$ cat src/rtl/maze_pkg.sv
// Shared types and constants for the maze-solver sequencing FSM.
package maze_pkg;

   typedef enum logic [2:0] {
      StIdle,
      StMark,
      StCheck,
      StMove,
      StBack,
      StDone,
      StFail
   } stateT;

   // Move directions as driven on dir.
   localparam logic [1:0] DIR_UP    = 2'b00;  // y-1
   localparam logic [1:0] DIR_RIGHT = 2'b01;  // x+1
   localparam logic [1:0] DIR_LEFT  = 2'b10;  // x-1
   localparam logic [1:0] DIR_DOWN  = 2'b11;  // y+1

   localparam logic [7:0]  DEFAULT_GOAL      = 8'hFF;
   localparam logic [15:0] DEFAULT_MAX_STEPS = 16'd1024;

endpackage

$ cat src/rtl/maze_controller.sv
// Depth-first maze walk sequencer: scans the four directions of the current
// cell, moves into the first open one (pushing the old location), backtracks
// through the location stack at dead ends, and stops on goal, empty stack or
// watchdog expiry.
module maze_controller
   import maze_pkg::*;
#(
   parameter logic [7:0]  GOAL      = DEFAULT_GOAL,
   parameter logic [15:0] MAX_STEPS = DEFAULT_MAX_STEPS  // 0 disables the watchdog
) (
   input  logic        clk,
   input  logic        rst,
   input  logic        start,
   input  logic        cntReach,
   input  logic        empStck,
   input  logic        wall,
   input  logic [7:0]  curLoc,
   output logic [1:0]  dir,
   output logic        rgLd,
   output logic        push,
   output logic        pop,
   output logic        readFromStack,
   output logic        memWr,
   output logic        memAddrSel,
   output logic        done,
   output logic        fail,
   output logic [15:0] steps
);

   stateT       stateQ;
   logic [1:0]  dirQ;
   logic [15:0] stepsQ;

   logic rejected;
   logic watchdogHit;

   // wall is meaningless when the move leaves the grid (the address wraps),
   // but OR-ing is still correct since cntReach alone forces rejection.
   assign rejected    = cntReach | wall;
   assign watchdogHit = (MAX_STEPS != 16'd0) && (stepsQ == MAX_STEPS);

   // State, direction register and saturating step counter.
   always_ff @(posedge clk) begin
      if (rst) begin
         stateQ <= StIdle;
         dirQ   <= DIR_UP;
         stepsQ <= 16'd0;
      end else begin
         unique case (stateQ)
            StIdle: begin
               if (start) begin
                  stateQ <= StMark;
                  dirQ   <= DIR_UP;
                  stepsQ <= 16'd0;
               end
            end
            StMark: begin
               if (curLoc == GOAL) begin
                  stateQ <= StDone;
               end else if (watchdogHit) begin
                  stateQ <= StFail;
               end else begin
                  dirQ   <= DIR_UP;
                  stateQ <= StCheck;
               end
            end
            StCheck: begin
               if (rejected) begin
                  if (dirQ != DIR_DOWN) begin
                     dirQ <= dirQ + 2'd1;
                  end else begin
                     stateQ <= StBack;
                  end
               end else begin
                  stateQ <= StMove;
               end
            end
            StMove: begin
               if (stepsQ != 16'hFFFF) begin
                  stepsQ <= stepsQ + 16'd1;
               end
               stateQ <= StMark;
            end
            StBack: begin
               stateQ <= empStck ? StFail : StMark;
            end
            StDone: stateQ <= StDone;
            StFail: stateQ <= StFail;
            default: stateQ <= StIdle;
         endcase
      end
   end

   // Output decode from the registered state; BACK suppresses its stack pop
   // when there is nothing left to pop.
   always_comb begin
      dir           = 2'b00;
      rgLd          = 1'b0;
      push          = 1'b0;
      pop           = 1'b0;
      readFromStack = 1'b0;
      memWr         = 1'b0;
      memAddrSel    = 1'b0;
      done          = 1'b0;
      fail          = 1'b0;
      unique case (stateQ)
         StIdle: ;
         StMark: begin
            memWr      = 1'b1;
            memAddrSel = 1'b1;
         end
         StCheck: begin
            dir = dirQ;
         end
         StMove: begin
            dir  = dirQ;
            push = 1'b1;
            rgLd = 1'b1;
         end
         StBack: begin
            if (!empStck) begin
               pop           = 1'b1;
               readFromStack = 1'b1;
               rgLd          = 1'b1;
            end
         end
         StDone: done = 1'b1;
         StFail: fail = 1'b1;
         default: ;
      endcase
   end

   assign steps = stepsQ;

endmodule

$ cat config.mk
export PLATFORM = sky130hd
export DESIGN_NAME = maze_controller
export DESIGN_NICKNAME = d
export VERILOG_FILES = /design/src/rtl/maze_pkg.sv /design/src/rtl/maze_controller.sv
export SDC_FILE = /design/constraint.sdc
export NUM_CORES = 1
export LEC_CHECK = 0
export CAP_MARGIN = 20
export CORE_MARGIN = 5
export CORE_UTILIZATION = 30
export CTS_CLUSTER_DIAMETER = 100
export DETAILED_ROUTE_END_ITERATION = 6
export GPL_TIMING_DRIVEN = 0
export PLACE_DENSITY = 0.67
export SYNTH_ARGS = -nofsm -noshare
export SYNTH_HDL_FRONTEND = slang
export SYNTH_SLANG_ARGS = --single-unit
export TNS_END_PERCENT = 50
$ cat constraint.sdc
create_clock -name clk -period 1.47 [get_ports clk]
set_input_delay 0.2205 -clock clk [delete_from_list [all_inputs] [get_ports clk]]
set_output_delay 0.2205 -clock clk [all_outputs]
set_load 0.005 [all_outputs]
## Word-level counts from Yosys, hierarchy flattened

Index checks and enable logic that the tools add are counted.

| cells by class | value |
|---|---|
| $add $sub $neg | 2 |
| equality and inequality tests | 17 |
| muxes and demuxes | 24 |
| bitwise logic cells | 1 |
| reduce and logical (&&, ||, !) cells | 7 |

Operator list:

| kind | count |
|---|---|
| $mux W16 | 2 |
| $pmux W16 S2 | 1 |
| $pmux W3 S7 | 1 |
| $mux W3 | 6 |
| $add A16 B1 Y16 const B | 1 |
| $eq A16 B11 Y1 const B | 1 |
| $ne A16 B16 Y1 const B | 1 |
| $ne A2 B2 Y1 const B | 7 |
| $mux W2 | 6 |
| $eq A3 B3 Y1 const B | 3 |
| $eq A8 B8 Y1 const B | 1 |
| $eq A3 B2 Y1 const B | 2 |
| $mux W1 | 6 |
| $pmux W2 S3 | 1 |
| $reduce_and A6 Y1 | 1 |
| $eq A3 B1 Y1 const B | 1 |
| $logic_not A3 Y1 | 1 |
| $ne A3 B3 Y1 const B | 1 |
| $reduce_and A3 Y1 | 1 |
| $reduce_bool A3 Y1 | 1 |
| $add A2 B1 Y2 const B | 1 |
| $pmux W1 S2 | 1 |
| $reduce_and A2 Y1 | 1 |
| $reduce_bool A2 Y1 | 1 |
| 2 further kinds | 2 |

| storage, ports and cells | value |
|---|---|
| bits in registers | 21 |
| output and inout port bits | 26 |
| word-level logic and storage cells | 54 |

## Depth between registers and ports, before layout

Gate-level depths: netlist of the first run.

| depth | value |
|---|---|
| depth in word-level cells | 4 |
| depth in mapped cells | 7 |

## Least setup slack after synthesis of the first run

OpenSTA, ideal clock, no wires.

| timing | value |
|---|---|
| path kind | reg-to-reg |
| from | register stepsQ[0], in the netlist steps[0] |
| to | register stepsQ[6], in the netlist steps[6] |
| arrival | 1508 ps |
| required time | 1353 ps |
| slack | -156 ps |
| stages on the path, launching flop included | 7 |
| buffers on the path | 0 |
| period minus slack after synthesis | 1626 ps |
| path through | dfxtp_1 > ha_1 > and3_1 > o21ai_2 > nor2_1 > nand2_1 > a32o_1 |

| between the ends | value |
|---|---|
| longest elaborated chain between the ends | 3 |
| elaborated cells on any way between the ends | 6 |
| those cells by class | 1 x add/sub; 2 x eq/ne; 2 x mux; 1 x reduce/logical |

RTL lines:

| item | RTL line | text |
|---|---|---|
| from (decl) | maze_controller.sv:32 | `logic [15:0] stepsQ;` |
| from (signal assigned) | maze_controller.sv:80 | `stepsQ <= stepsQ + 16'd1;` |
| $add A16 B1 Y16 or $ne A16 B16 Y1 (tied branches) | maze_controller.sv:80, maze_controller.sv:79 |  |
| $mux W16 or $ne A2 B2 Y1 (tied branches) | n/a |  |
| $pmux W16 S2 or $reduce_and A3 Y1 (tied branches) | n/a |  |

Several ways; a longest one is shown, not always the timed one. The select of a mux whose other input is x is not followed.
A chain may end at the register's enable or synchronous reset.

## Worst setup path after layout of the first run

| timing | value |
|---|---|
| from | register stateQ[2] |
| to | register stepsQ[15], in the netlist steps[15] |

| between the ends | value |
|---|---|
| longest elaborated chain between the ends | 3 |
| elaborated cells on any way between the ends | 7 |
| those cells by class | 3 x eq/ne; 1 x mux; 3 x reduce/logical |

RTL lines:

| item | RTL line | text |
|---|---|---|
| from (decl) | maze_controller.sv:30 | `stateT stateQ;` |
| from (signal assigned) | maze_controller.sv:45 | `stateQ <= StIdle;` |
| from (signal assigned) | maze_controller.sv:52 | `stateQ <= StMark;` |
| from (signal assigned) | maze_controller.sv:59 | `stateQ <= StDone;` |
| $eq A3 B2 Y1 or $logic_not A3 Y1 (tied branches) | maze_controller.sv:49 | `unique case (stateQ)` |
| $ne A2 B2 Y1 (no line) or $reduce_bool A2 Y1 (tied branches) | n/a |  |
| $reduce_and A3 Y1 (no line) | n/a |  |

Several ways; a longest one is shown, not always the timed one.

==> results.cfg, run 1 <==
[global_routing]
globalRouteMet3Util_pct = 3.04
busiest_layer = met2
global_route.usage.met2_pct = 23.9
globalRouteOverflowTotal = 0
grt_max_degree = 12
global_route.usage.met1_pct = 18.7
grt_pass1_wl_um = 7260
via_count_of_the_first_global_routing_pass = 1487
gr-usage-all-layers_pct = 14.3
antenna_found_initial = 0

[layout]
finish.utilization_pct = 54.5
multi_input_logic_area_um2 = 1030
final_design_area_no_fill_um2 = 2370
nNetsFinal = 254
n_fill_cell = 368
final-instance-count-excl-fill = 288
sequential_cell_area_um2 = 477
area_delta_synth_final_pct = 75.3
diodes = 0
layout_cells_sized_above_1_pct = 44.5

[yosys]
async_flop_share_pct = 0
ys_top_cells_by_area = dfxtp_1 31%, nor2_1 6.4%, xnor2_1 3.9%
synth.net_count = 179
post-synth-top-count-cell = nor2_1
synth_largest_type_area_fraction_pct = 31.1
synth_edf_count = 0
netlist_area_um2 = 1350
synth_top_cells_by_count = 23 x nor2_1, 21 x dfxtp_1, 10 x nand2_1
yosys.area.top_type = dfxtp_1
avgSynthCellArea_um2 = 8.35
number_of_warnings_reported_in_the_yosys_synthesis_log = 0
netlist_instances = 162
ys_seq_area_share_pct = 31.1
synth-main-ff-cell = dfxtp_1
synth.distinct_cells = 49
postSynthRegisterBits = 21

[timing]
finalSetupViolCount = 21
rsz_0062_raised_after_global_routing = yes
final.setup_skew_ps = 3.44
min_period_over_period_pct = 113
fin_crit_ps = 1660
timing.fmax_mhz = 604
final-max-slew-violation-count = 0
tightest_slew_ps = 527
timing.max_slew.rel_slack_pct = 64.9
setup_tns_ps = -2230
postLayoutSetupSlackWorst_ps = -186
hold_vio_cnt_final = 0

[placement]
io_buffer_count = 39
routabilityCongestion = 0.796
placedCellCount = 253
dpl_wire_length_um = 2770
placedInstanceArea_um2 = 1830

[worst_setup_path]
critPathLaunchType = flop
crit_fanout = 6
worst_setup_path_end_kind = flop
crit_type = flop to flop
crit_required_ps = 1630
worst_ep_arrival_time_ps = 1810
reg2reg_setup_slack_ps = -190

[floorplanning]
num_io_pins = 40
fp.dieW_um = 77.1
row_count = 24
fp.dieArea_um2 = 5950
floorplan.core_area_um2 = 4350
initial_core_util_pct = 31.1
die_height_um = 77.1

[pwr]
p_leak_nw = 0.909
cell_internal_pwr_w = 0.00127
power_switching_share_pct = 33.5
comb_power_share_pct = 46.0
power.ir.vdd_worst_v = 0.000406
sequentialPowerShare_pct = 33.9
power_switching_w = 0.000639
pwr-share-clk_pct = 20.1
power_density_nw_per_um2 = 803

[cts]
clock-sinks = 21
clock_buffer_depth = 2
cts_made_buffers = 3
root_buffer = clkbuf_8
clkTransAtPathRegs_ps = 80
clock_tree.htree_level_count = 1
cts_tree = done
worst_skew_pair.late_latency_ps = 260

[route]
wl_per_cell_um = 16.4
initialDrtViolationCount = 138
number_of_search_and_repair_iterations_in_the_first_detailed_routing_pass = 4
vias = 1561
detail_route.drc_violations = 0
detail_route.vias_per_cell = 5.42
antenna_violating_nets_post_route = 0
detail_route.wirelength_um = 4730

[outcome]
failed_checks = negative setup slack
outcome = complete, but fails checks

[hold_path]
min-delay-path-class = flop to flop

[flow_run]
max-cap-violations = 0
logic make-up (layout without fill, tap and decap cells):
group                      Yosys count  in the layout  share of synthesized area [%]
xor gates and xnor gates             6              6                           3.89
muxes                                3              3                           2.22
AOI/OAI and AO/OA                   35             35                           20.0
DFF                                 21             21                           31.1
adders and majority gates            3              3                           2.78
buffers and inverters               14             88                           4.62
and+or+nand+nor                     80             80                           35.4
power by group through the flow:
stage               logic [W]  registers, W  clock network, W
finish               0.000876      0.000645          0.000384
global route         0.000941      0.000652          0.000413
CTS                  0.000822      0.000651          0.000396
detailed placement   0.000499      0.000675                 0
global placement     0.000493      0.000673                 0
floorplan            0.000321      0.000662                 0
metrics by stage:
| step | total power [W] | setup slack, ps | hold slack, ps |
|---|---|---|---|
| finish | 0.00190 | -186 | 508 |
| global route | 0.00201 | -225 | 526 |
| CTS | 0.00187 | -165 | 509 |
| detailed placement | 0.00117 | -613 | 497 |
| global placement | 0.00117 | -583 | 490 |
| floorplan | 0.000983 | -38.6 | 400 |
state kept, by name, summed over array words and instances (netlist names):
signal,flops
dirQ,2
stateQ,3
steps,16
area by class of cell:
type,instances,share of cell area [%]
well taps,52,2.74
clock buffers,4,1.90
inverters,6,1.48
plain buffers,7,2.90
multi-input cells,127,43.4
flip-flops and latches,21,20.1
repair buffers,71,27.5
path summary, 6_finish.rpt:
check                               start        end  cells past startpoint
worst min-delay path              dirQ[1]    dirQ[1]                      2
worst max register to register  stateQ[2]  steps[15]                      7
worst min register to register    dirQ[1]    dirQ[1]                      2
worst max-delay path            stateQ[2]  steps[15]                      7
worst max-delay path, cell delays in order (launching register included):
cell	delay (ps)
dfxtp_4	370
buf_6	120
nor4b_4	270
buf_6	160
o2111ai_2	150
a21oi_4	220
a21oi_2	80
a31o_1	190
what timing repair did:
action                                  in CTS  in global routing
resized for setup                           74                 36
hold endpoints to repair                     0                  0
gates cloned                                 0                  0
endpoints found under the setup margin      36                 31
hold buffers                                 0                  0
pin swaps                                   18                 16
setup buffers                               25                  7
layout by cell type, fill, tap and decap left out, types with 3 or more instances in the layout:
| cell | count |
|---|---|
| a311oi_2 | 3 |
| nand4_1 | 6 |
| nand2_1 | 9 |
| buf_2 | 5 |
| clkbuf_8 | 6 |
| xnor2_1 | 6 |
| dfxtp_4 | 13 |
| mux2i_1 | 3 |
| a31oi_1 | 3 |
| and3_1 | 4 |
| inv_1 | 3 |
| o21ai_0 | 3 |
| and4_1 | 3 |
| buf_4 | 24 |
| o31ai_1 | 3 |
| clkdlybuf4s50_1 | 28 |
| buf_6 | 9 |
| nor3_1 | 4 |
| dfxtp_2 | 6 |
| dlygate4sd2_1 | 3 |
| nand3_2 | 3 |
| nor2_1 | 21 |
| a21oi_1 | 8 |
metal layers:
layer  wire (µm)  up-vias
li1            -      752
met1        1990      745
met2        2430       57
met3         259        7
met4          55        0
met5           0        -
Power figures use the tool's default switching activity.
==> run 2: changes to the inputs <==
--- a/config.mk
+++ b/config.mk
@@ -5,6 +5,7 @@
 export SDC_FILE = /design/constraint.sdc
 export NUM_CORES = 1
 export LEC_CHECK = 0
+export ABC_CLOCK_PERIOD_IN_PS = 1470
 export CAP_MARGIN = 20
 export CORE_MARGIN = 5
 export CORE_UTILIZATION = 30
==> results of run 2 <==
The final DEF is identical to that of run 1; final timing and power are the same.
